[src/rtl/demux_sched_pkg.sv]
// Shared channel geometry, FSM state type and burst counter width for the burst scheduler.
// Channel count is fixed at four; the one-hot helper builds the per-channel valid vector.
package demux_sched_pkg;

    localparam int NUM_CH = 4;
    localparam int CH_W   = 2;
    localparam int CNT_W  = 4;

    typedef enum logic {
        ST_EMPTY = 1'b0,
        ST_HOLD  = 1'b1
    } state_e;

    function automatic logic [NUM_CH-1:0] onehot(input logic [CH_W-1:0] idx);
        logic [NUM_CH-1:0] r;
        r      = '0;
        r[idx] = 1'b1;
        return r;
    endfunction

endpackage

[src/rtl/rr_pick.sv]
// Round-robin target picker: stays on ptr when allowed, else first enabled channel after ptr.
// Latency: purely combinational. Backpressure: none (found=0 when no channel is enabled).
// The search includes ptr itself last, so a lone enabled channel always wins.
module rr_pick
    import demux_sched_pkg::*;
(
    input  logic [CH_W-1:0]   ptr,
    input  logic [NUM_CH-1:0] ch_en,
    input  logic              keep,
    output logic [CH_W-1:0]   target,
    output logic              found
);

    logic [CH_W-1:0] idx;

    always_comb begin
        target = ptr;
        idx    = '0;
        found  = |ch_en;
        if (!(keep && ch_en[ptr])) begin
            // Walk offsets from farthest to nearest so the nearest enabled channel wins.
            for (int i = NUM_CH; i >= 1; i--) begin
                idx = ptr + CH_W'(i);
                if (ch_en[idx]) begin
                    target = idx;
                end
            end
        end
    end

endmodule

[src/rtl/demux_burst_scheduler.sv]
// Single-beat holding stage that routes each beat to one of four channels in bursts of up to BURST.
// Latency: 1 cycle from acceptance to dout_valid; sustains 1 beat/cycle when the owner drains.
// Backpressure: din_ready drops while the owner stalls or when no channel is enabled.
module demux_burst_scheduler
    import demux_sched_pkg::*;
#(
    parameter int DATA_W = 8,
    parameter int BURST  = 4
) (
    input  logic              clk,
    input  logic              rst_n,
    input  logic              din_valid,
    input  logic [DATA_W-1:0] din,
    output logic              din_ready,
    input  logic [NUM_CH-1:0] ch_en,
    input  logic [NUM_CH-1:0] dout_ready,
    output logic [NUM_CH-1:0] dout_valid,
    output logic [DATA_W-1:0] dout,
    output logic [CH_W-1:0]   sel,
    output logic              busy
);

    state_e            state_q, state_d;
    logic [DATA_W-1:0] dat_q,   dat_d;
    logic [CH_W-1:0]   sel_q,   sel_d;
    logic [NUM_CH-1:0] vld_q,   vld_d;
    logic [CH_W-1:0]   ptr_q,   ptr_d;
    logic [CNT_W-1:0]  cnt_q,   cnt_d;

    logic            keep;
    logic [CH_W-1:0] pick_tgt;
    logic            pick_found;
    logic            drain;
    logic            accept;

    // cnt_q==0 means nothing granted yet, so the first beat never sticks to the reset ptr.
    assign keep = (cnt_q != '0) && (cnt_q < CNT_W'(BURST));

    rr_pick u_pick (
        .ptr    (ptr_q),
        .ch_en  (ch_en),
        .keep   (keep),
        .target (pick_tgt),
        .found  (pick_found)
    );

    assign drain     = (state_q == ST_HOLD) && dout_ready[sel_q];
    assign din_ready = rst_n && ((state_q == ST_EMPTY) || dout_ready[sel_q]) && pick_found;
    assign accept    = din_valid && din_ready;

    always_comb begin
        state_d = state_q;
        dat_d   = dat_q;
        sel_d   = sel_q;
        vld_d   = vld_q;
        ptr_d   = ptr_q;
        cnt_d   = cnt_q;
        if (accept) begin
            state_d = ST_HOLD;
            dat_d   = din;
            sel_d   = pick_tgt;
            vld_d   = onehot(pick_tgt);
            ptr_d   = pick_tgt;
            cnt_d   = (keep && ch_en[ptr_q]) ? cnt_q + CNT_W'(1) : CNT_W'(1);
        end else if (drain) begin
            state_d = ST_EMPTY;
            vld_d   = '0;
        end
    end

    always_ff @(posedge clk or negedge rst_n) begin
        if (!rst_n) begin
            state_q <= ST_EMPTY;
            dat_q   <= '0;
            sel_q   <= '0;
            vld_q   <= '0;
            ptr_q   <= CH_W'(NUM_CH - 1);
            cnt_q   <= '0;
        end else begin
            state_q <= state_d;
            dat_q   <= dat_d;
            sel_q   <= sel_d;
            vld_q   <= vld_d;
            ptr_q   <= ptr_d;
            cnt_q   <= cnt_d;
        end
    end

    assign dout       = dat_q;
    assign sel        = sel_q;
    assign dout_valid = vld_q;
    assign busy       = (state_q == ST_HOLD);

endmodule

[config.mk]
export PLATFORM = sky130hd
export DESIGN_NAME = demux_burst_scheduler
export DESIGN_NICKNAME = d
export VERILOG_FILES = /design/src/rtl/demux_sched_pkg.sv /design/src/rtl/rr_pick.sv /design/src/rtl/demux_burst_scheduler.sv
export SDC_FILE = /design/constraint.sdc
export NUM_CORES = 1
export LEC_CHECK = 0
export CORE_UTILIZATION = 45
export DETAILED_ROUTE_END_ITERATION = 12
export GPL_ROUTABILITY_DRIVEN = 0
export PLACE_DENSITY = 0.8
export SYNTH_ARGS = -nofsm -noshare
export SYNTH_HDL_FRONTEND = slang
export SYNTH_SLANG_ARGS = --single-unit
[constraint.sdc]
create_clock -name clk -period 2.4 [get_ports clk]
set_input_delay 0.36 -clock clk [delete_from_list [all_inputs] [get_ports clk]]
set_output_delay 0.36 -clock clk [all_outputs]
set_load 0.01 [all_outputs]
Yosys cells after proc, flatten, opt, wreduce, memory -nomap -nowiden
Index checks and enable logic that the tools add are counted.
{"block": "word_totals", "ff_bits": 21, "input_bits": 19, "out_inout_bits": 16, "word_cells": 51}
{"block": "op_classes", "addsub": 4, "order_cmp": 8, "muxes": 21, "n_bitwise": 1, "n_reduce_logical": 11}
{"operator": "< comparator 2 x 3 -> 1 bit (second input constant)", "n": 6}
{"operator": "2-to-1 mux 4 bit", "n": 3}
{"operator": "binary-select mux 1 bit (select 2 bit)", "n": 5}
{"operator": "2-to-1 mux 1 bit", "n": 8}
{"operator": "2-to-1 mux 2 bit", "n": 4}
{"operator": "logical AND 1 bit", "n": 7}
{"operator": "adder 2 bit (second input constant)", "n": 2}
{"operator": "adder 4 x 1 -> 4 bit (second input constant)", "n": 1}
{"operator": "< comparator 4 x 3 -> 1 bit (second input constant)", "n": 1}
{"operator": "nonzero test 4 bit", "n": 1}
{"operator": "OR reduction 4 bit", "n": 1}
{"operator": "adder 2 x 1 -> 2 bit (second input constant)", "n": 1}
{"operator": "demux 1 bit (select 2 bit)", "n": 1}
{"operator": ">= comparator 2 x 1 -> 1 bit (second input constant)", "n": 1}
{"operator": "nonzero test 2 bit", "n": 1}
{"operator": "logical OR 1 bit", "n": 1}
{"operator": "NOT 1 bit", "n": 1}

Logic depth before layout (Yosys ltp)
{"block": "depth", "depth_word": 12, "depth_mapped": 7}

By module
A second synthesis with hierarchy kept.
{"block": "unflattened", "hier_cells": 85, "area_unflattened_um2": 1133.6}
{"module": "demux_burst_scheduler", "instances": 1, "cells_each": 64, "area_each_um2": 1001.0}
{"module": "rr_pick", "instances": 1, "cells_each": 21, "area_each_um2": 132.6}

Worst setup path before layout
Ideal clock, no wire load.
{"block": "synth_timing", "path_kind": "register to register", "startpoint": "register ptr_q[0]", "endpoint": "register vld_q[2] (netlist: dout_valid[2])", "setup_time_ns": 0.122, "t_arrival_ns": 1.745, "required_ns": 2.278, "slack_ns": 0.533, "path_stages_with_launch": 6, "n_path_buf": 1, "period_less_slack_ns": 1.867, "path_cell_list": "dfstp_2 buf_6 mux2_4 a221o_1 mux2_4 a32o_1"}
{"block": "synth_via", "elab_chain_len": 12}
{"element": "start, declared", "line": "demux_burst_scheduler.sv:27", "source": "logic [CH_W-1:0] ptr_q, ptr_d;"}
{"element": "start signal, assigned", "line": "demux_burst_scheduler.sv:77", "source": "ptr_q <= CH_W'(NUM_CH - 1);"}
{"element": "start signal, assigned", "line": "demux_burst_scheduler.sv:84", "source": "ptr_q <= ptr_d;"}
{"element": "adder 2 bit", "line": "rr_pick.sv:23", "source": "idx = ptr + CH_W'(i);"}
{"element": "binary-select mux 1 bit (select 2 bit)", "line": "rr_pick.sv:24", "source": "if (ch_en[idx]) begin"}
{"element": "2-to-1 mux 1 bit (not written as such)", "line": "rr_pick.sv:24"}
{"element": "2-to-1 mux 2 bit (3 in series)", "line": "rr_pick.sv:24"}
{"element": "2-to-1 mux 2 bit (*)", "line": "rr_pick.sv:20", "source": "if (!(keep && ch_en[ptr])) begin"}
{"element": "< comparator 2 x 3 -> 1 bit (not written as such) or >= comparator 2 x 1 -> 1 bit (tied branches)", "line": "demux_sched_pkg.sv:17", "source": "r[idx] = 1'b1;"}
{"element": "logical AND 1 bit (not written as such)", "line": "demux_sched_pkg.sv:17"}
{"element": "2-to-1 mux 1 bit (not written as such)", "line": "demux_sched_pkg.sv:17"}
{"element": "demux 1 bit (select 2 bit) (*)", "line": "demux_sched_pkg.sv:17"}
{"element": "2-to-1 mux 4 bit (*)", "line": "demux_burst_scheduler.sv:58", "source": "if (accept) begin"}
{"element": "end signal, assigned", "line": "demux_burst_scheduler.sv:83", "source": "vld_q <= vld_d;"}
{"element": "end, declared", "line": "demux_burst_scheduler.sv:26", "source": "logic [NUM_CH-1:0] vld_q, vld_d;"}
Every way passes the cells marked *; elsewhere a longest branch is shown, timed or not. The select of a mux whose other input is x is not followed.
A chain may end at the register's enable or synchronous reset.

Worst setup path in the final report
{"block": "layout_timing", "startpoint": "input port dout_ready[3]", "endpoint": "output port din_ready"}
{"block": "layout_via", "elab_chain_len": 5}
{"element": "start, declared", "line": "demux_burst_scheduler.sv:16", "source": "input logic [NUM_CH-1:0] dout_ready,"}
{"element": "binary-select mux 1 bit (select 2 bit)", "line": "demux_burst_scheduler.sv:48", "source": "assign din_ready = rst_n && ((state_q == ST_EMPTY) || dout_ready[sel_q]) && pick_found;"}
{"element": "2-to-1 mux 1 bit (not written as such)", "line": "demux_burst_scheduler.sv:48"}
{"element": "logical OR 1 bit", "line": "demux_burst_scheduler.sv:48"}
{"element": "logical AND 1 bit (2 in series)", "line": "demux_burst_scheduler.sv:48"}
{"element": "end, declared", "line": "demux_burst_scheduler.sv:14", "source": "output logic din_ready,"}
No other way between the ends. The select of a mux whose other input is x is not followed.

==> metrics.md <==
| Metric | Value |
|---|---|
| Status | `finished, final reports clean` |
| Metal2 WL | `around 1200 um` |
| Reg2reg path depth | `5` |
| Ports | `35` |
| Fmax | `roughly 0.43 GHz` |
| Inserted Clock Buffers | `3` |
| Starting Density | `0.487` |
| Crit path top cell by count | `clkdlybuf4s50_1` |
| Area grow syn2layout | `39.8%` |
| M1 WL | `a little under 1000 um` |
| Yosys reg bits | `21` |
| DR pass1 iterations | `4` |
| CP arrival | `1960 ps` |
| Worst Setup SP | `dout_ready[3]` |
| Synth top cells by count | `nand2_1, dfrtp_1, inv_1` |
| Pleak | `approximately 0.72 nW` |
| Final Skew | `12.3 ps` |
| Routed length per instance | `approximately 13 um` |
| Syn Inst Count | `106` |
| CP bufs+invs | `2` |
| Clk pin slew, worst setup/hold paths | `120 ps` |
| DIE AREA | `approximately 2600 um^2` |
| Core area | `2250 um^2` |
| Syn avg cell area | `slightly above 10 um^2` |
| CTS H-tree depth | `1` |
| Longest Clk Path Bufs | `2` |
| Total GRT Usage | `0.203` |
| Yosys cell types | `35` |
| Post-cts resize count | `0` |
| Maximum VDD drop | `708 uV` |
| Int Power | `around 0.0010 W` |
| Worst Slack Setup Final | `slightly below 80 ps` |
| Largest net degree at the start of global routing | `16` |
| R2r startpoint | `ptr_q[0]` |
| Share of cells above drive strength 1 | `0.181` |
| Clk_lat worst skew | `around 300 ps` |
| Logic pwr share | `0.511` |
| CP Max Fanout | `3` |
| Ys Warns | `0` |
| PortBufs | `34` |
| Syn_nets | `127` |
| ANT cells | `0` |
| Max-slew violation count | `0` |
| Final Cycle Share | `0.967` |
| DRC Markers | `0` |
| Setup_tns | `0 ps` |
| MaxCap Viol Count | `0` |
| DP Worst Slack | `~63 ps` |
| Chip height | `51.4 um` |
| RSZ-0062 raised after global routing | `false` |
| CTS tree | `yes` |
| Pwr Density | `1040 nW/um^2` |
| DP Wirelength | `roughly 1800 um` |
| Part of the Yosys area used for sequential elements | `0.481` |
| Worst-Margin Slew | `about 360 ps` |
| Psw | `roughly 0.00058 W` |
| R2r endpoint | `dout_valid[2]` |
| Top-count cell post-synth | `nand2_1` |
| Async SR Flop Fraction | `1.00` |
| Post-DR vias/cell | `a little over 5` |
| Synth Flop Type | `dfrtp_1` |
| Switching share of power | `0.365` |
| Yosys top cell by area | `dfrtp_1` |
| Final Hold Vio Count | `0` |
| Worst EP required | `just over 2000 ps` |
| Top cell type's share of synthesized area | `0.433` |
| R2R Setup Slk | `approximately 390 ps` |
| Placed cell areas | `1500 um^2` |
| Crit-path cells | `clkdlybuf4s50_1, mux4_2, nor2_2, nor2_1, clkdlybuf4s50_1` |
| Top cells by area, synth | `dfrtp_1, nand2_1, dfstp_2` |
| Clock group share of total power | `0.105` |
| Number of routed nets with antenna violations | `0` |
| Clock sink count | `21` |
| Hold Path Class | `input pin to asynchronous set/reset pin` |
| Largest stage delay, worst path | `530 ps` |
| Top Layer Used | `met4` |
| Routed vias | `909` |
| Top Family by Delay on Critical Path | `buffers and inverters` |
| Fin area | `1530 um^2` |
| Critical Path Slowest Stage Cell | `mux4_2` |
| Die Span X | `around 51 um` |
| First-pass GRT wire length | `about 4000 um` |
| # rows | `17` |
| DR WL met3 | `around 100 um` |
| Final setup viols | `0` |
| Fin crit period | `2320 ps` |
| Nets@finish | `171` |
| Critical setup path kind | `input pin to output port` |
| WL final | `2330 um` |
| Sequential Power Share | `0.384` |
| Initial DRC Count | `12` |
| Slew Limit Headroom | `0.759` |
| Final core utilization | `0.680` |
| Root buffer cell | `clkbuf_4` |
| Vias in the first global route | `approximately 900` |
| Post-synth EDFFs | `0` |
| Fill cells | `182` |
| Worst Setup Start Kind | `input pin` |
| Overflow after GRT | `0` |
| Cell Area, Synth | `1100 um^2` |
| Initial antenna violation count | `0` |
| Worst Setup End Kind | `output port` |
worst max path at each step:
stage                    endpoint  cells after the start
floorplan           dout_valid[2]                      5
global placement        din_ready                      5
detailed placement      din_ready                      5
CTS                     din_ready                      4
global route            din_ready                      5
finish                  din_ready                      5
power by group through the flow:
stage	clock (W)	combinational (W)	sequential [W]
after floorplan	0	0.000475	0.000626
after global placement	0	0.000782	0.000608
after detailed placement	0	0.000808	0.000623
after CTS	0.000175	0.000812	0.000616
after global routing	0.000187	0.000893	0.000630
final	0.000168	0.000817	0.000614
placed cells by master (no fill, tap or decap), types with 2 or more instances in the layout:
master           instances
dfstp_2                  2
nor2_1                   6
mux2_4                   2
clkdlybuf4s50_1         34
dfrtp_1                 19
a22o_1                   3
nor2_2                   2
a21oi_1                  2
o21ai_1                  2
a311oi_1                 2
ha_1                     2
clkbuf_4                 3
inv_1                    7
mux4_2                   2
nor3_1                   2
nor3b_1                  2
nand2_1                 30
buf_4                    9
routing by layer:
layer	vias to the layer above	global-route usage
li1	448	-
met1	427	0.229
met2	28	0.364
met3	6	0.0238
met4	0	0.113
met5	-	0
area by class of cell:
class | instances | area (um^2) | area share
Multi-Input combinational cell | 74 | 509 | 0.332
Inverter | 7 | 26.3 | 0.0171
Timing Repair Buffer | 43 | 408 | 0.266
Clock inverter | 1 | 5.00 | 0.00326
Tap cell | 28 | 35.0 | 0.0228
Sequential cell | 21 | 528 | 0.344
Clock buffer | 3 | 22.5 | 0.0147
logic make-up after synthesis:
| kind of cell | Yosys count | share of synthesized area |
|---|---|---|
| adder cells (fa/ha/maj) | 2 | 0.0228 |
| XOR/XNOR | 2 | 0.0228 |
| flip-flops | 21 | 0.481 |
| AO/OA/AOI/OAI | 16 | 0.123 |
| AND/OR/NAND/NOR | 48 | 0.208 |
| multiplexers | 6 | 0.0878 |
| buffers and inverters | 11 | 0.0547 |
registers in the layout (all words and copies together) (netlist names):
register	flops
ptr_q	2
sel	2
cnt_q	4
dout_valid	4
busy	1
dout	8
what timing repair did:
item,CTS,global route
setup buffers,0,1
hold buffers,0,0
endpoints found under the setup margin,0,1
per-stage QoR:
step	total power [W]	hold slack, ps	instances
finish	0.00160	418	177
global route	0.00171	425	177
CTS	0.00160	418	176
detailed placement	0.00143	462	172
global placement	0.00139	457	172
floorplan	0.00110	64.4	106
Power figures use the tool's default switching activity.
